### src/rtl/wide_add_pkg.sv
// Shared types and helpers for the wide add sequencer.
package wide_add_pkg;

  typedef enum logic [1:0] {IDLE, RUN, DONE} wa_state_t;

  function automatic int idx_bits(input int words);
    int b;
    b = $clog2(words);
    return (b < 1) ? 1 : b;
  endfunction

endpackage

### src/rtl/han_carlson.sv
// Han-Carlson parallel prefix carry network: K Brent-Kung levels around a sparse Kogge-Stone core.
// Position 0 carries the incoming carry as its generate; c[i] is the carry out of bit i.
module han_carlson #(
  parameter int N = 32,
  parameter int K = 1
) (
  input  logic [N:0] g,
  input  logic [N:1] p,
  output logic [N:0] c
);

  always_comb begin : pfx
    logic [N:0] gg;
    logic [N:0] pp;
    gg = g;
    pp = {p, 1'b0};
    // Up-sweep: positions 2^l-1 (mod 2^l) gather spans of 2^l.
    for (int l = 1; l <= K; l++) begin
      for (int j = 0; j <= N; j++) begin
        if ((j % (2 << (l - 1))) == (2 << (l - 1)) - 1 && j >= (1 << (l - 1))) begin
          gg[j] = gg[j] | (pp[j] & gg[j - (1 << (l - 1))]);
          pp[j] = pp[j] & pp[j - (1 << (l - 1))];
        end
      end
    end
    // Kogge-Stone on the sparse set; descending j keeps j-d at its previous-level value.
    for (int d = (1 << K); d <= N; d = d * 2) begin
      for (int j = N; j >= 0; j--) begin
        if ((j % (1 << K)) == (1 << K) - 1 && j >= d) begin
          gg[j] = gg[j] | (pp[j] & gg[j - d]);
          pp[j] = pp[j] & pp[j - d];
        end
      end
    end
    // Down-sweep fills the positions skipped above.
    for (int l = K; l >= 1; l--) begin
      for (int j = 0; j <= N; j++) begin
        if ((j % (2 << (l - 1))) == (1 << (l - 1)) - 1 && j > (1 << (l - 1))) begin
          gg[j] = gg[j] | (pp[j] & gg[j - (1 << (l - 1))]);
          pp[j] = pp[j] & pp[j - (1 << (l - 1))];
        end
      end
    end
    c = gg;
  end

endmodule

### src/rtl/wide_add_word_slice.sv
// Combinational N-bit word adder slice built on the shared han_carlson prefix network.
module add_word_slice #(
  parameter int N = 32,
  parameter int K = 1
) (
  input  logic [N-1:0] a_w,
  input  logic [N-1:0] b_w,
  input  logic         ci,
  output logic [N-1:0] s_w,
  output logic         co
);

  logic [N:0] g;
  logic [N:1] p;
  logic [N:0] c;

  assign g = {a_w & b_w, ci};
  assign p = a_w ^ b_w;

  han_carlson #(.N(N), .K(K)) u_hc (
    .g (g),
    .p (p),
    .c (c)
  );

  assign s_w = p ^ c[N-1:0];
  assign co  = c[N];

endmodule

### src/rtl/wide_add_sequencer.sv
// Word-serial WORDS*N-bit adder with valid/ready on both sides, one word per clock.
// Optional subtract mode (extra "sub" port) is enabled by defining WIDE_ADD_SEQ_SUB_EN.
//
// state | meaning
// IDLE  | waiting for operands, in_ready high
// RUN   | adding word idx, carry held between words
// DONE  | result presented, out_valid high until taken
module wide_add_sequencer
  import wide_add_pkg::*;
#(
  parameter int N     = 32,
  parameter int K     = 1,
  parameter int WORDS = 4
) (
  input  logic               clk,
  input  logic               rst_n,
  input  logic               in_valid,
  output logic               in_ready,
  input  logic [N*WORDS-1:0] a,
  input  logic [N*WORDS-1:0] b,
  input  logic               cin,
`ifdef WIDE_ADD_SEQ_SUB_EN
  input  logic               sub,
`endif
  output logic               out_valid,
  input  logic               out_ready,
  output logic [N*WORDS-1:0] sum,
  output logic               cout
);

  localparam int W  = N * WORDS;
  localparam int IW = idx_bits(WORDS);

  wa_state_t       state_q, state_d;
  logic [W-1:0]    a_q, b_q, b_in;
  logic [IW-1:0]   idx;
  logic            carry, c_in, last;
  logic [N-1:0]    a_w, b_w, s_w;
  logic            co;

  // Subtraction is folded in at capture time: B stored inverted, carry-in forced to 1.
`ifdef WIDE_ADD_SEQ_SUB_EN
  assign b_in = sub ? ~b : b;
  assign c_in = sub | cin;
`else
  assign b_in = b;
  assign c_in = cin;
`endif

  assign a_w       = a_q[int'(idx)*N +: N];
  assign b_w       = b_q[int'(idx)*N +: N];
  assign last      = (idx == IW'(WORDS - 1));
  assign in_ready  = (state_q == IDLE);
  assign out_valid = (state_q == DONE);

  add_word_slice #(.N(N), .K(K)) u_slice (
    .a_w (a_w),
    .b_w (b_w),
    .ci  (carry),
    .s_w (s_w),
    .co  (co)
  );

  always_comb begin
    state_d = state_q;
    case (state_q)
      IDLE:    if (in_valid) state_d = RUN;
      RUN:     if (last) state_d = DONE;
      DONE:    if (out_ready) state_d = IDLE;
      default: state_d = IDLE;
    endcase
  end

  always_ff @(posedge clk or negedge rst_n) begin
    if (!rst_n) state_q <= IDLE;
    else        state_q <= state_d;
  end

  always_ff @(posedge clk or negedge rst_n) begin
    if (!rst_n) begin
      a_q   <= '0;
      b_q   <= '0;
      idx   <= '0;
      carry <= 1'b0;
      sum   <= '0;
      cout  <= 1'b0;
    end else begin
      case (state_q)
        IDLE: if (in_valid) begin
          a_q   <= a;
          b_q   <= b_in;
          carry <= c_in;
          idx   <= '0;
        end
        RUN: begin
          sum[int'(idx)*N +: N] <= s_w;
          carry <= co;
          if (last) cout <= co;
          else      idx  <= idx + IW'(1);
        end
        default: ;
      endcase
    end
  end

endmodule

### config.mk
export PLATFORM = sky130hd
export DESIGN_NAME = wide_add_sequencer
export DESIGN_NICKNAME = d
export VERILOG_FILES = /design/src/rtl/wide_add_pkg.sv /design/src/rtl/han_carlson.sv /design/src/rtl/wide_add_word_slice.sv /design/src/rtl/wide_add_sequencer.sv
export SDC_FILE = /design/constraint.sdc
export NUM_CORES = 1
export LEC_CHECK = 0
export ABC_AREA = 1
export CORE_MARGIN = 3
export CORE_UTILIZATION = 47
export CTS_CLUSTER_SIZE = 28
export DETAILED_ROUTE_END_ITERATION = 16
export HOLD_SLACK_MARGIN = 0.02
export PLACE_DENSITY_LB_ADDON = 0.3
export SYNTH_ARGS = -nofsm -noshare
export SYNTH_HDL_FRONTEND = slang
export SYNTH_SLANG_ARGS = --single-unit
### constraint.sdc
create_clock -name clk -period 3.3 [get_ports clk]
set_clock_uncertainty 0.1 [all_clocks]
set_input_delay 0.495 -clock clk [delete_from_list [all_inputs] [get_ports clk]]
set_output_delay 0.495 -clock clk [all_outputs]
set_load 0.05 [all_outputs]
==> metrics.md, run 1 <==
| Metric | Value |
|---|---|
| Ys flop type | `dfrtp_1` |
| Initial antenna violation count | `8` |
| Final hold vios | `0` |
| Final antenna-violating net count | `0` |
| Synth top area cells | `dfrtp_1, nand2_1, o21ai_0, nor2_1, ha_1` |
| TritonCTS Sinks | `390` |
| RSZ-0062 raised after global routing | `true` |
| Worst reg-to-reg setup slack | `-0.15 ns` |
| Arr. time, crit path | `3.78 ns` |
| DIE AREA | `42400 um^2` |
| Vias in the first global route | `around 17k` |
| EDFF count, synth | `0` |
| Cell count after synthesis | `~2.3k` |
| Relative slew slack | `29.8%` |
| Core area | `roughly 40000 um^2` |
| Worst Path Max Fanout | `25` |
| Drt total wl | `between 60000 and 70000 um` |
| Grt total ovfl | `0` |
| Cell taking the most area after synthesis | `dfrtp_1` |
| CTS tree | `yes` |
| FP Rows | `72` |
| Worst-margin pin slew | `1.05 ns` |
| Pins Over Slew Limit | `0` |
| Fin nets | `3047` |
| Post-DP HPWL | `42300 um` |
| Synth Area per Inst | `8.17 um^2` |
| Dpl cells | `3171` |
| CP endpoint | `sum[88]` |
| Worst-path clk slew | `0.06 ns` |
| Nature of the critical path endpoint | `flip-flop` |
| Longest Clk Path Bufs | `3` |
| Avg Vias per Cell | `5.39` |
| Setup violators final | `37` |
| Gpl congestion | `0.907` |
| Fill cell count | `3095` |
| Net Count, Synth | `around 2.6k` |
| Starting Density | `48.0%` |
| Worst r2r src | `idx[0]` |
| Routed vias | `about 18k` |
| Detailed Route Iter0 Violations | `1284` |
| Final Cycle Share | `105%` |
| Asr flop ratio synth | `between 90% and 100%` |
| Most frequent cells in the layout | `nand2_1, clkdlybuf4s50_1, dfrtp_1` |
| Req. time, crit path | `about 3.6 ns` |
| Most common cell after layout, fill and taps aside | `nand2_1` |
| CP startpoint kind | `flip-flop` |
| Area share of the largest cell type after synthesis | `52.0%` |
| First-pass GRT wire length | `93600 um` |
| Largest net degree at the start of global routing | `122` |
| Setup CP Type | `flip-flop to flip-flop` |
| Routed wire per std cell | `18.6 um` |
| Violated checks | `negative setup slack` |
| Non-filler instance count after layout | `between 3k and 4k` |
| Fmax | `290 MHz` |
| Die width | `206 um` |
| Io pins | `about 390` |
| Final design utilization | `between 60% and 70%` |
| H-tree Lvls | `2` |
| Netlist cell types | `30` |
| First-pass DRT Iterations | `5` |
| Worst Hold Class | `flip-flop to flip-flop` |
| Worst skew pair latency | `0.54 ns` |
| Syn. warnings | `0` |
| Pre-CTS setup slack | `-0.268 ns` |
| Clk root buf | `clkbuf_16` |
| TritonCTS buffer count | `41` |
| Max Cap Viol | `0` |
| Sequential fraction of the synthesis area | `roughly half` |
| Number of synthesized register bits | `390` |
| Port Buf Inserts | `391` |
| Fin worst setup slack | `-0.149 ns` |
| CP startpoint | `idx[0]` |
| GR Util All Layers | `27.8%` |
| Layout cells sized above 1 | `14.8%` |
| R2r endpoint | `sum[88]` |
| Post-Syn Area | `18800 um^2` |
| Die height | `206 um` |
| Synth-to-Final Area Change | `40.4%` |
| Post-route DRC | `0` |
| Minimum clock period | `3.45 ns` |
| Reg2Reg Depth | `19` |
| Status | `complete, but fails checks` |
metrics by stage:
| step | hold slack [ns] | area, um^2 | TNS [ns] |
|---|---|---|---|
| detailed placement | 0.360 | 23500 | -9.96 |
| global route | 0.391 | 26400 | -12.08 |
| CTS | 0.377 | 25700 | -0.689 |
| finish | 0.377 | 26400 | -2.18 |
| floorplan | 0.0994 | 18800 | 0 |
| global placement | 0.358 | 23500 | -6.17 |
critical path, stage by stage, from the launching register on:
cell      delay (ns)
dfrtp_4         0.50
clkinv_8        0.12
buf_16          0.18
buf_6           0.13
o21ai_1         0.18
o22ai_1         0.10
ha_1            0.34
nand2_2         0.10
inv_2           0.08
nand2_1         0.08
inv_1           0.06
nand2_1         0.06
nand2_2         0.10
nand3_1         0.11
inv_1           0.09
nor2_2          0.05
fa_2            0.39
xor2_4          0.19
buf_4           0.15
o31ai_2         0.23
logic make-up after synthesis:
| logic type | count (synthesis) | synth area share [%] |
|---|---|---|
| fa+ha+maj | 53 | 4.21 |
| compound gates | 439 | 12.9 |
| simple gates | 1149 | 23.4 |
| buf+inv | 252 | 6.76 |
| flops | 390 | 52.0 |
| xor+xnor | 15 | 0.700 |
synth_stat cells, types with 3 or more instances:
| cell | instances |
|---|---|
| clkbuf_1 | 67 |
| buf_6 | 31 |
| buf_4 | 11 |
| a21oi_1 | 36 |
| o21ai_0 | 267 |
| nand2_1 | 990 |
| fa_1 | 17 |
| a32oi_1 | 24 |
| and2_1 | 7 |
| o22ai_1 | 39 |
| inv_2 | 3 |
| buf_2 | 38 |
| dfrtp_1 | 390 |
| xor2_1 | 12 |
| o21ai_1 | 37 |
| nand3_1 | 12 |
| nor2_1 | 132 |
| ha_1 | 36 |
| o31ai_1 | 33 |
| xnor2_1 | 3 |
| inv_1 | 101 |
area by class of cell:
| type | instances | area [um^2] | area share (%) |
|---|---|---|---|
| tap | 518 | 648 | 2.46 |
| inverter | 105 | 415 | 1.58 |
| multi-input combinational | 1656 | 8650 | 32.8 |
| antenna | 6 | 15.0 | 0.0569 |
| timing repair buffer | 539 | 5390 | 20.4 |
| clock buffer | 54 | 1200 | 4.54 |
| clock inverter | 19 | 292 | 1.11 |
| sequential | 390 | 9760 | 37.0 |
repair_timing:
action | in CTS | in global routing
setup buffers | 17 | 17
gates cloned | 3 | 2
pin swaps | 17 | 56
endpoints found under the hold margin | 73 | 0
gates resized for setup | 139 | 158
hold buffers | 1 | 0
setup endpoints to repair | 94 | 101
state kept, by name (all words and copies together), names as in the netlist:
| signal | count |
|---|---|
| a_q | 128 |
| b_q | 128 |
| carry | 1 |
| cout | 1 |
| idx | 2 |
| state_q | 2 |
| sum | 128 |
how the worst min path moves through the flow:
stage	startpoint	to	slack, ns	cells after the start
6_report	b_q[56]	b_q[56]	0.38	2
5_1_grt	a[46]	a_q[46]	0.39	3
4_1_cts	a_q[40]	a_q[40]	0.38	2
3_5_place_dp	b_q[66]	b_q[66]	0.36	2
3_3_place_gp	b_q[63]	b_q[63]	0.36	2
2_1_floorplan	rst_n	a_q[0]	0.1	0
layer usage:
layer  vias to the layer above  track usage, %  part of all wire, %
met3                       118            4.33                  7.1
met2                       794            44.6                   48
met4                         4            8.95                  3.0
li1                       8247               -                    -
met1                      8545            39.1                   42
met5                         -               0                0.043
Power of run 1 is not shown: default switching activity piles up to over one toggle a cycle in this logic, so the estimate is an artifact.
==> run 2: changes to the inputs <==
--- a/config.mk
+++ b/config.mk
@@ -6,8 +6,10 @@
 export NUM_CORES = 1
 export LEC_CHECK = 0
 export ABC_AREA = 1
+export CELL_PAD_IN_SITES_DETAIL_PLACEMENT = 1
+export CELL_PAD_IN_SITES_GLOBAL_PLACEMENT = 2
 export CORE_MARGIN = 3
-export CORE_UTILIZATION = 47
+export CORE_UTILIZATION = 27
 export CTS_CLUSTER_SIZE = 28
 export DETAILED_ROUTE_END_ITERATION = 16
 export HOLD_SLACK_MARGIN = 0.02
==> metrics.md, run 2 (synthesized netlist as in run 1, its figures left out) <==
| Metric | Value |
|---|---|
| Die width | `270 um (+31%)` |
| Most numerous cell on the critical path | `buf_12` |
| R2r endpoint | `sum[95]` |
| CTS tree | `yes` |
| Synth-to-Final Area Change | `55.8%` |
| Fin worst setup slack | `-0.204 ns (-0.0557 ns)` |
| Grt total ovfl | `0 (unchanged)` |
| Die height | `270 um (+31%)` |
| Worst-margin pin slew | `1.15 ns (+0.102 ns)` |
| Layout cells sized above 1 | `24.7% (+9.9 points)` |
| First-pass GRT wire length | `116000 um (+24%)` |
| FP Rows | `96 (+33%)` |
| Largest net degree at the start of global routing | `92 (-25%)` |
| Routed vias | `17.7k (+0.17%)` |
| Setup CP Type | `flip-flop to flip-flop` |
| H-tree Lvls | `2 (unchanged)` |
| Vias in the first global route | `19.3k (+11%)` |
| Worst-path clk slew | `0.06 ns (about the same)` |
| Post-route DRC | `0 (unchanged)` |
| Drt total wl | `77700 um (+27%)` |
| Most frequent cells in the layout | `nand2_1, clkdlybuf4s50_1, dfrtp_1` |
| Highest cell delay on the worst timing path | `0.57 ns (+0.07 ns)` |
| Nature of the critical path endpoint | `flip-flop` |
| Core area | `68700 um^2 (+76%)` |
| Hold Startpoint | `a[79]` |
| Pre-CTS setup slack | `-0.629 ns (-0.361 ns)` |
| Hold Path Depth | `3 (+1)` |
| Detailed Route Iter0 Violations | `878 (-32%)` |
| DIE AREA | `72800 um^2 (+72%)` |
| Worst Hold Slack | `0.355 ns (-0.0218 ns)` |
| Req. time, crit path | `3.68 ns (+0.05 ns)` |
| Relative slew slack | `23.1% (-6.7 points)` |
| CP Buf/Inv Count | `7 (unchanged)` |
| Clk root buf | `clkbuf_16` |
| Worst r2r src | `idx[0]` |
| Arr. time, crit path | `3.88 ns (+0.10 ns)` |
| Crit-path slowest cell | `fa_2` |
| CP startpoint kind | `flip-flop` |
| Routed wire per std cell | `20.5 um (+10%)` |
| Reg2Reg Depth | `18 (-1)` |
| TritonCTS buffer count | `46 (+12%)` |
| Final Cycle Share | `106% (+1.7 points)` |
| Minimum clock period | `3.50 ns (+0.0557 ns)` |
| Hold endpoint | `a_q[79]` |
| Status | `complete, but fails checks` |
| Avg Vias per Cell | `4.68 (-13%)` |
| Fmax | `285 MHz (-1.6%)` |
| Setup violators final | `69 (+86%)` |
| Worst Hold Class | `primary input to flip-flop` |
| Final antenna-violating net count | `0 (unchanged)` |
| Initial antenna violation count | `7 (-1)` |
| Worst skew pair latency | `0.58 ns (+0.04 ns)` |
| Longest Clk Path Bufs | `3 (unchanged)` |
| GR Util All Layers | `20.3% (-7.5 points)` |
| Fin nets | `3135 (+2.9%)` |
| Post-DP HPWL | `53800 um (+27%)` |
| Worst reg-to-reg setup slack | `-0.20 ns (-0.06 ns)` |
| Critical-path cell list | `buf_12, buf_12, buf_12, o21ai_1, o22ai_2, ha_4, buf_6, nand2_4, nand2_2, buf_4, a21oi_2, nand2_2, buf_6, a21oi_4, nand2_4, fa_2, inv_2, o31ai_1` |
| Regs by FF count | `a_q x128, b_q x128, sum x128` |
| Fill cell count | `7822 (+150%)` |
| First-pass DRT Iterations | `5 (unchanged)` |
| Io pins | `392 (unchanged)` |
| CP startpoint | `idx[0]` |
| Violated checks | `negative setup slack` |
| Port Buf Inserts | `391 (unchanged)` |
| RSZ-0062 raised after global routing | `true` |
| Pins Over Slew Limit | `0 (unchanged)` |
| Crit path max-delay family | `buffers and inverters` |
| Starting Density | `27.3% (-21 points)` |
| Most common cell after layout, fill and taps aside | `nand2_1` |
| Final hold vios | `0 (unchanged)` |
| TritonCTS Sinks | `390 (unchanged)` |
| Max Cap Viol | `0 (unchanged)` |
| Gpl congestion | `0.800 (-12%)` |
| Worst Path Max Fanout | `8 (-68%)` |
run 2: changes by cell type in the layout (fill, tap and decap cells not counted), sizes merged:
cell	change
buf	+78
clkbuf	+20
bufinv	-4
clkinv	-4
diode	-2
inv	+2
bufbuf	-1
run 2: repair_timing:
item / in CTS / in global routing
setup endpoints to repair: 110 / 116
endpoints found under the hold margin: 83 / 0
buffers inserted: 37 / 32
hold buffers: 1 / 0
gates resized for setup: 300 / 370
pin swaps: 51 / 128
gates cloned: 10 / 9
run 2: worst max path at each step:
stage	depth (start not counted)	slack, ns	endpoint
6_report	18	-0.20	sum[95]
3_3_place_gp	18	-0.57	sum[56]
4_1_cts	20	-0.28	sum[95]
5_1_grt	19	-0.36	sum[56]
3_5_place_dp	18	-0.63	sum[56]
2_1_floorplan	20	0.18	sum[48]
run 2: worst reg2reg max path: stages, from the launching register on:
cell and delay [ns]:
dfrtp_4 0.52, buf_12 0.17, buf_12 0.15, buf_12 0.15, o21ai_1 0.19, o22ai_2 0.12, ha_4 0.25, buf_6 0.13
nand2_4 0.06, nand2_2 0.06, buf_4 0.14, a21oi_2 0.13, nand2_2 0.09, buf_6 0.13, a21oi_4 0.15, nand2_4 0.08
fa_2 0.57, inv_2 0.05, o31ai_1 0.17
run 2: routing by layer:
metal	share of wire (%)	global-route usage [%]	up-vias
met5	0.041	0	-
met4	2.1	5.22	6
met3	4.0	3.72	92
met2	48	33.5	330
met1	46	27.5	8893
li1	-	-	8417
run 2: through the flow:
step,instance area (um^2),utilization (%),TNS (ns),instances
CTS,27500,40.0,-10.82,3755
detailed placement,24400,35.6,-33.12,3630
global placement,24400,35.6,-28.16,3630
global route,29300,42.6,-19.45,3787
finish,29300,42.6,-5.73,3789
floorplan,18800,-,0,2298
run 2: layout make-up:
| type | count | area (um^2) | area share [%] |
|---|---|---|---|
| Clock buffer | 70 | 1350 | 4.62 |
| Antenna cell | 4 | 10.0 | 0.0342 |
| Tap cell | 931 | 1160 | 3.98 |
| Timing Repair Buffer | 620 | 6490 | 22.2 |
| Multi-Input combinational cell | 1656 | 9880 | 33.8 |
| Clock inverter | 11 | 141 | 0.483 |
| Timing Repair inverter | 2 | 25.0 | 0.0855 |
| Sequential cell | 390 | 9760 | 33.4 |
| Inverter | 105 | 432 | 1.48 |
Power of run 2 is left out for the same reason.
==> run 3: changes to the inputs <==
--- a/config.mk
+++ b/config.mk
@@ -9,11 +9,12 @@
 export CELL_PAD_IN_SITES_DETAIL_PLACEMENT = 1
 export CELL_PAD_IN_SITES_GLOBAL_PLACEMENT = 2
 export CORE_MARGIN = 3
-export CORE_UTILIZATION = 27
+export CORE_UTILIZATION = 26
 export CTS_CLUSTER_SIZE = 28
 export DETAILED_ROUTE_END_ITERATION = 16
 export HOLD_SLACK_MARGIN = 0.02
 export PLACE_DENSITY_LB_ADDON = 0.3
 export SYNTH_ARGS = -nofsm -noshare
 export SYNTH_HDL_FRONTEND = slang
+export SYNTH_HIERARCHICAL = 1
 export SYNTH_SLANG_ARGS = --single-unit
==> metrics.md, run 3 <==
| Metric | Value |
|---|---|
| RSZ-0062 raised after global routing | `true` |
| EDFF count, synth | `0 (unchanged)` |
| Post-route DRC | `0 (unchanged)` |
| FP Rows | `102 (+6.3%)` |
| Area share of the largest cell type after synthesis | `47.0% (-4.9 points)` |
| TritonCTS buffer count | `47 (+2.2%)` |
| Most numerous cell on the critical path | `nand2_1` |
| Die height | `289 um (+7.0%)` |
| Setup CP Type | `flip-flop to flip-flop` |
| Avg Vias per Cell | `4.48 (-4.3%)` |
| Largest net degree at the start of global routing | `178 (+93%)` |
| Worst-path clk slew | `0.06 ns (about the same)` |
| Core area | `78200 um^2 (+14%)` |
| Regs by FF count | `a_q x128, b_q x128, sum x128` |
| Grt total ovfl | `0 (unchanged)` |
| Status | `complete, but fails checks` |
| Leading cell types by count after synthesis | `nand2_1, dfrtp_1, inv_1` |
| Worst-margin pin slew | `0.786 ns (-0.367 ns)` |
| Synth top area cells | `dfrtp_1, nand2_1, nand3_1, inv_1, buf_2` |
| Fmax | `294 MHz (+3.0%)` |
| Minimum clock period | `3.40 ns (-0.101 ns)` |
| Initial antenna violation count | `0 (-7)` |
| CP startpoint kind | `flip-flop` |
| Io pins | `392 (unchanged)` |
| Cell count after synthesis | `2946 (+28%)` |
| First-pass GRT wire length | `129000 um (+11%)` |
| Hold Path Depth | `3 (unchanged)` |
| Post-DP HPWL | `65200 um (+21%)` |
| CP startpoint | `idx[0]` |
| R2r endpoint | `sum[30]` |
| Gpl congestion | `0.848 (+6.1%)` |
| Synth-to-Final Area Change | `39.1%` |
| Routed vias | `19.9k (+12%)` |
| Pins Over Slew Limit | `0 (unchanged)` |
| Syn. warnings | `6 (+6)` |
| Longest Clk Path Bufs | `3 (unchanged)` |
| Violated checks | `negative setup slack` |
| Most frequent cells in the layout | `nand2_1, clkdlybuf4s50_1, dfrtp_1` |
| Ant. Diodes | `0 (-4)` |
| Layout cells sized above 1 | `12.6% (-12 points)` |
| Sum of negative setup slack | `-0.499 ns (+5.23 ns)` |
| Cell taking the most area after synthesis | `dfrtp_1` |
| Netlist cell types | `32 (+6.7%)` |
| Starting Density | `26.5% (-0.81 points)` |
| Die width | `289 um (+7.0%)` |
| Fill cell count | `9493 (+21%)` |
| Dpl cells | `4344 (+20%)` |
| Relative slew slack | `47.6% (+24 points)` |
| Ys flop type | `dfrtp_1` |
| CTS tree | `yes` |
| Clk root buf | `clkbuf_16` |
| Reg2Reg Depth | `23 (+5)` |
| Fin worst setup slack | `-0.103 ns (+0.101 ns)` |
| Max Cap Viol | `0 (unchanged)` |
| Fin nets | `3660 (+17%)` |
| Hold endpoint | `b_q[81]` |
| Crit-path slowest cell | `dfrtp_4` |
| H-tree Lvls | `2 (unchanged)` |
| Net Count, Synth | `3244 (+24%)` |
| Non-filler instance count after layout | `4432 (+17%)` |
| Setup violators final | `12 (-83%)` |
| Worst Path Max Fanout | `10 (+2)` |
| Req. time, crit path | `3.67 ns (about the same)` |
| Arr. time, crit path | `3.77 ns (-0.11 ns)` |
| Highest cell delay on the worst timing path | `0.52 ns (-0.05 ns)` |
| Vias in the first global route | `21.5k (+12%)` |
| Hold Startpoint | `in_valid` |
| Final Cycle Share | `103% (-3.1 points)` |
| Most numerous cell in the Yosys netlist | `nand2_1` |
| Worst reg-to-reg setup slack | `-0.10 ns (+0.10 ns)` |
| Synth Area per Inst | `7.04 um^2 (-14%)` |
| Worst r2r src | `idx[0]` |
| Number of synthesized register bits | `390 (unchanged)` |
| Most common cell after layout, fill and taps aside | `nand2_1` |
| Sequential fraction of the synthesis area | `47.0% (-4.9 points)` |
| Asr flop ratio synth | `100% (unchanged)` |
| Final antenna-violating net count | `0 (unchanged)` |
| GR Util All Layers | `20.2% (-0.086 points)` |
| Critical-path cell list | `clkinv_8, buf_6, o211ai_1, nand2_1, ha_4, nand2_4, nor2_4, buf_4, nand2_2, nor4_4, nand2_2, nand2_4, nand2_1, nand2_1, inv_1, nand2_1, nand2_2, nand2_1, inv_1, nand2_1, nand2_1, nand2_1, inv_1` |
| Final hold vios | `0 (unchanged)` |
| Port Buf Inserts | `391 (unchanged)` |
| Drt total wl | `84900 um (+9.3%)` |
| Worst skew pair latency | `0.58 ns (about the same)` |
| First-pass DRT Iterations | `5 (unchanged)` |
| Routed wire per std cell | `19.2 um (-6.5%)` |
| Post-Syn Area | `20800 um^2 (+11%)` |
| Detailed Route Iter0 Violations | `986 (+12%)` |
| Nature of the critical path endpoint | `flip-flop` |
| Worst Hold Class | `primary input to flip-flop` |
| DIE AREA | `83200 um^2 (+14%)` |
| TritonCTS Sinks | `390 (unchanged)` |
run 3: worst max-delay path, delay by kind of cell (launching register included):
family / cells / cell delay (ns)
AO/OA/AOI/OAI: 1 / 0.38
buffers and inverters: 6 / 0.53
adder cells (fa/ha/maj): 1 / 0.33
flip-flops: 1 / 0.52
AND/OR/NAND/NOR: 15 / 1.41
run 3: logic make-up after synthesis:
logic type | synth area share (%)
compound gates | 4.73
simple gates | 35.8
flops | 47.0
fa+ha+maj | 2.23
buf+inv | 10.2
run 3: how the worst max path moves through the flow:
stage	end	slack (ns)	depth (start not counted)
detailed placement	sum[124]	-0.25	23
global route	sum[24]	-0.30	24
floorplan	sum[54]	0.48	25
CTS	sum[30]	-0.12	23
global placement	sum[60]	-0.22	23
finish	sum[30]	-0.10	23
run 3: timing repair:
action                                  CTS  global route
hold endpoints to repair                 46             0
hold buffers                              1             0
cloned                                    1             0
pin swaps                                13            14
buffers inserted                          1             6
gates resized for setup                  95           132
endpoints found under the setup margin   79           106
run 3: per-stage QoR:
| stage | util [%] | hold WS, ns | setup WS, ns | instance area, um^2 |
|---|---|---|---|---|
| CTS | 36.2 | 0.203 | -0.118 | 28300 |
| detailed placement | 33.9 | 0.358 | -0.253 | 26500 |
| global route | 36.9 | 0.240 | -0.296 | 28900 |
| global placement | 33.9 | 0.355 | -0.224 | 26500 |
| floorplan | - | 0.0994 | 0.481 | 20800 |
| finish | 36.9 | 0.236 | -0.103 | 28900 |
run 3: layout make-up:
cell class / count / area [um^2] / share of cell area [%]
flip-flops and latches: 390 / 9770 / 33.8
multi-input cells: 2031 / 9680 / 33.5
repair buffers: 537 / 5360 / 18.5
clock buffers: 69 / 1370 / 4.74
inverters: 355 / 1350 / 4.67
well taps: 1040 / 1300 / 4.51
clock inverters: 10 / 58.8 / 0.204
run 3: per-layer routing:
layer	up-vias	share of wire, %	wire [um]	GRT usage (%)
met1	9625	43	36100	25.1
li1	9777	-	-	-
met3	108	3.2	2680	2.06
met2	350	51	43500	36.8
met5	-	0	0	0
met4	0	3.0	2590	6.19
Power of run 3 is left out for the same reason.
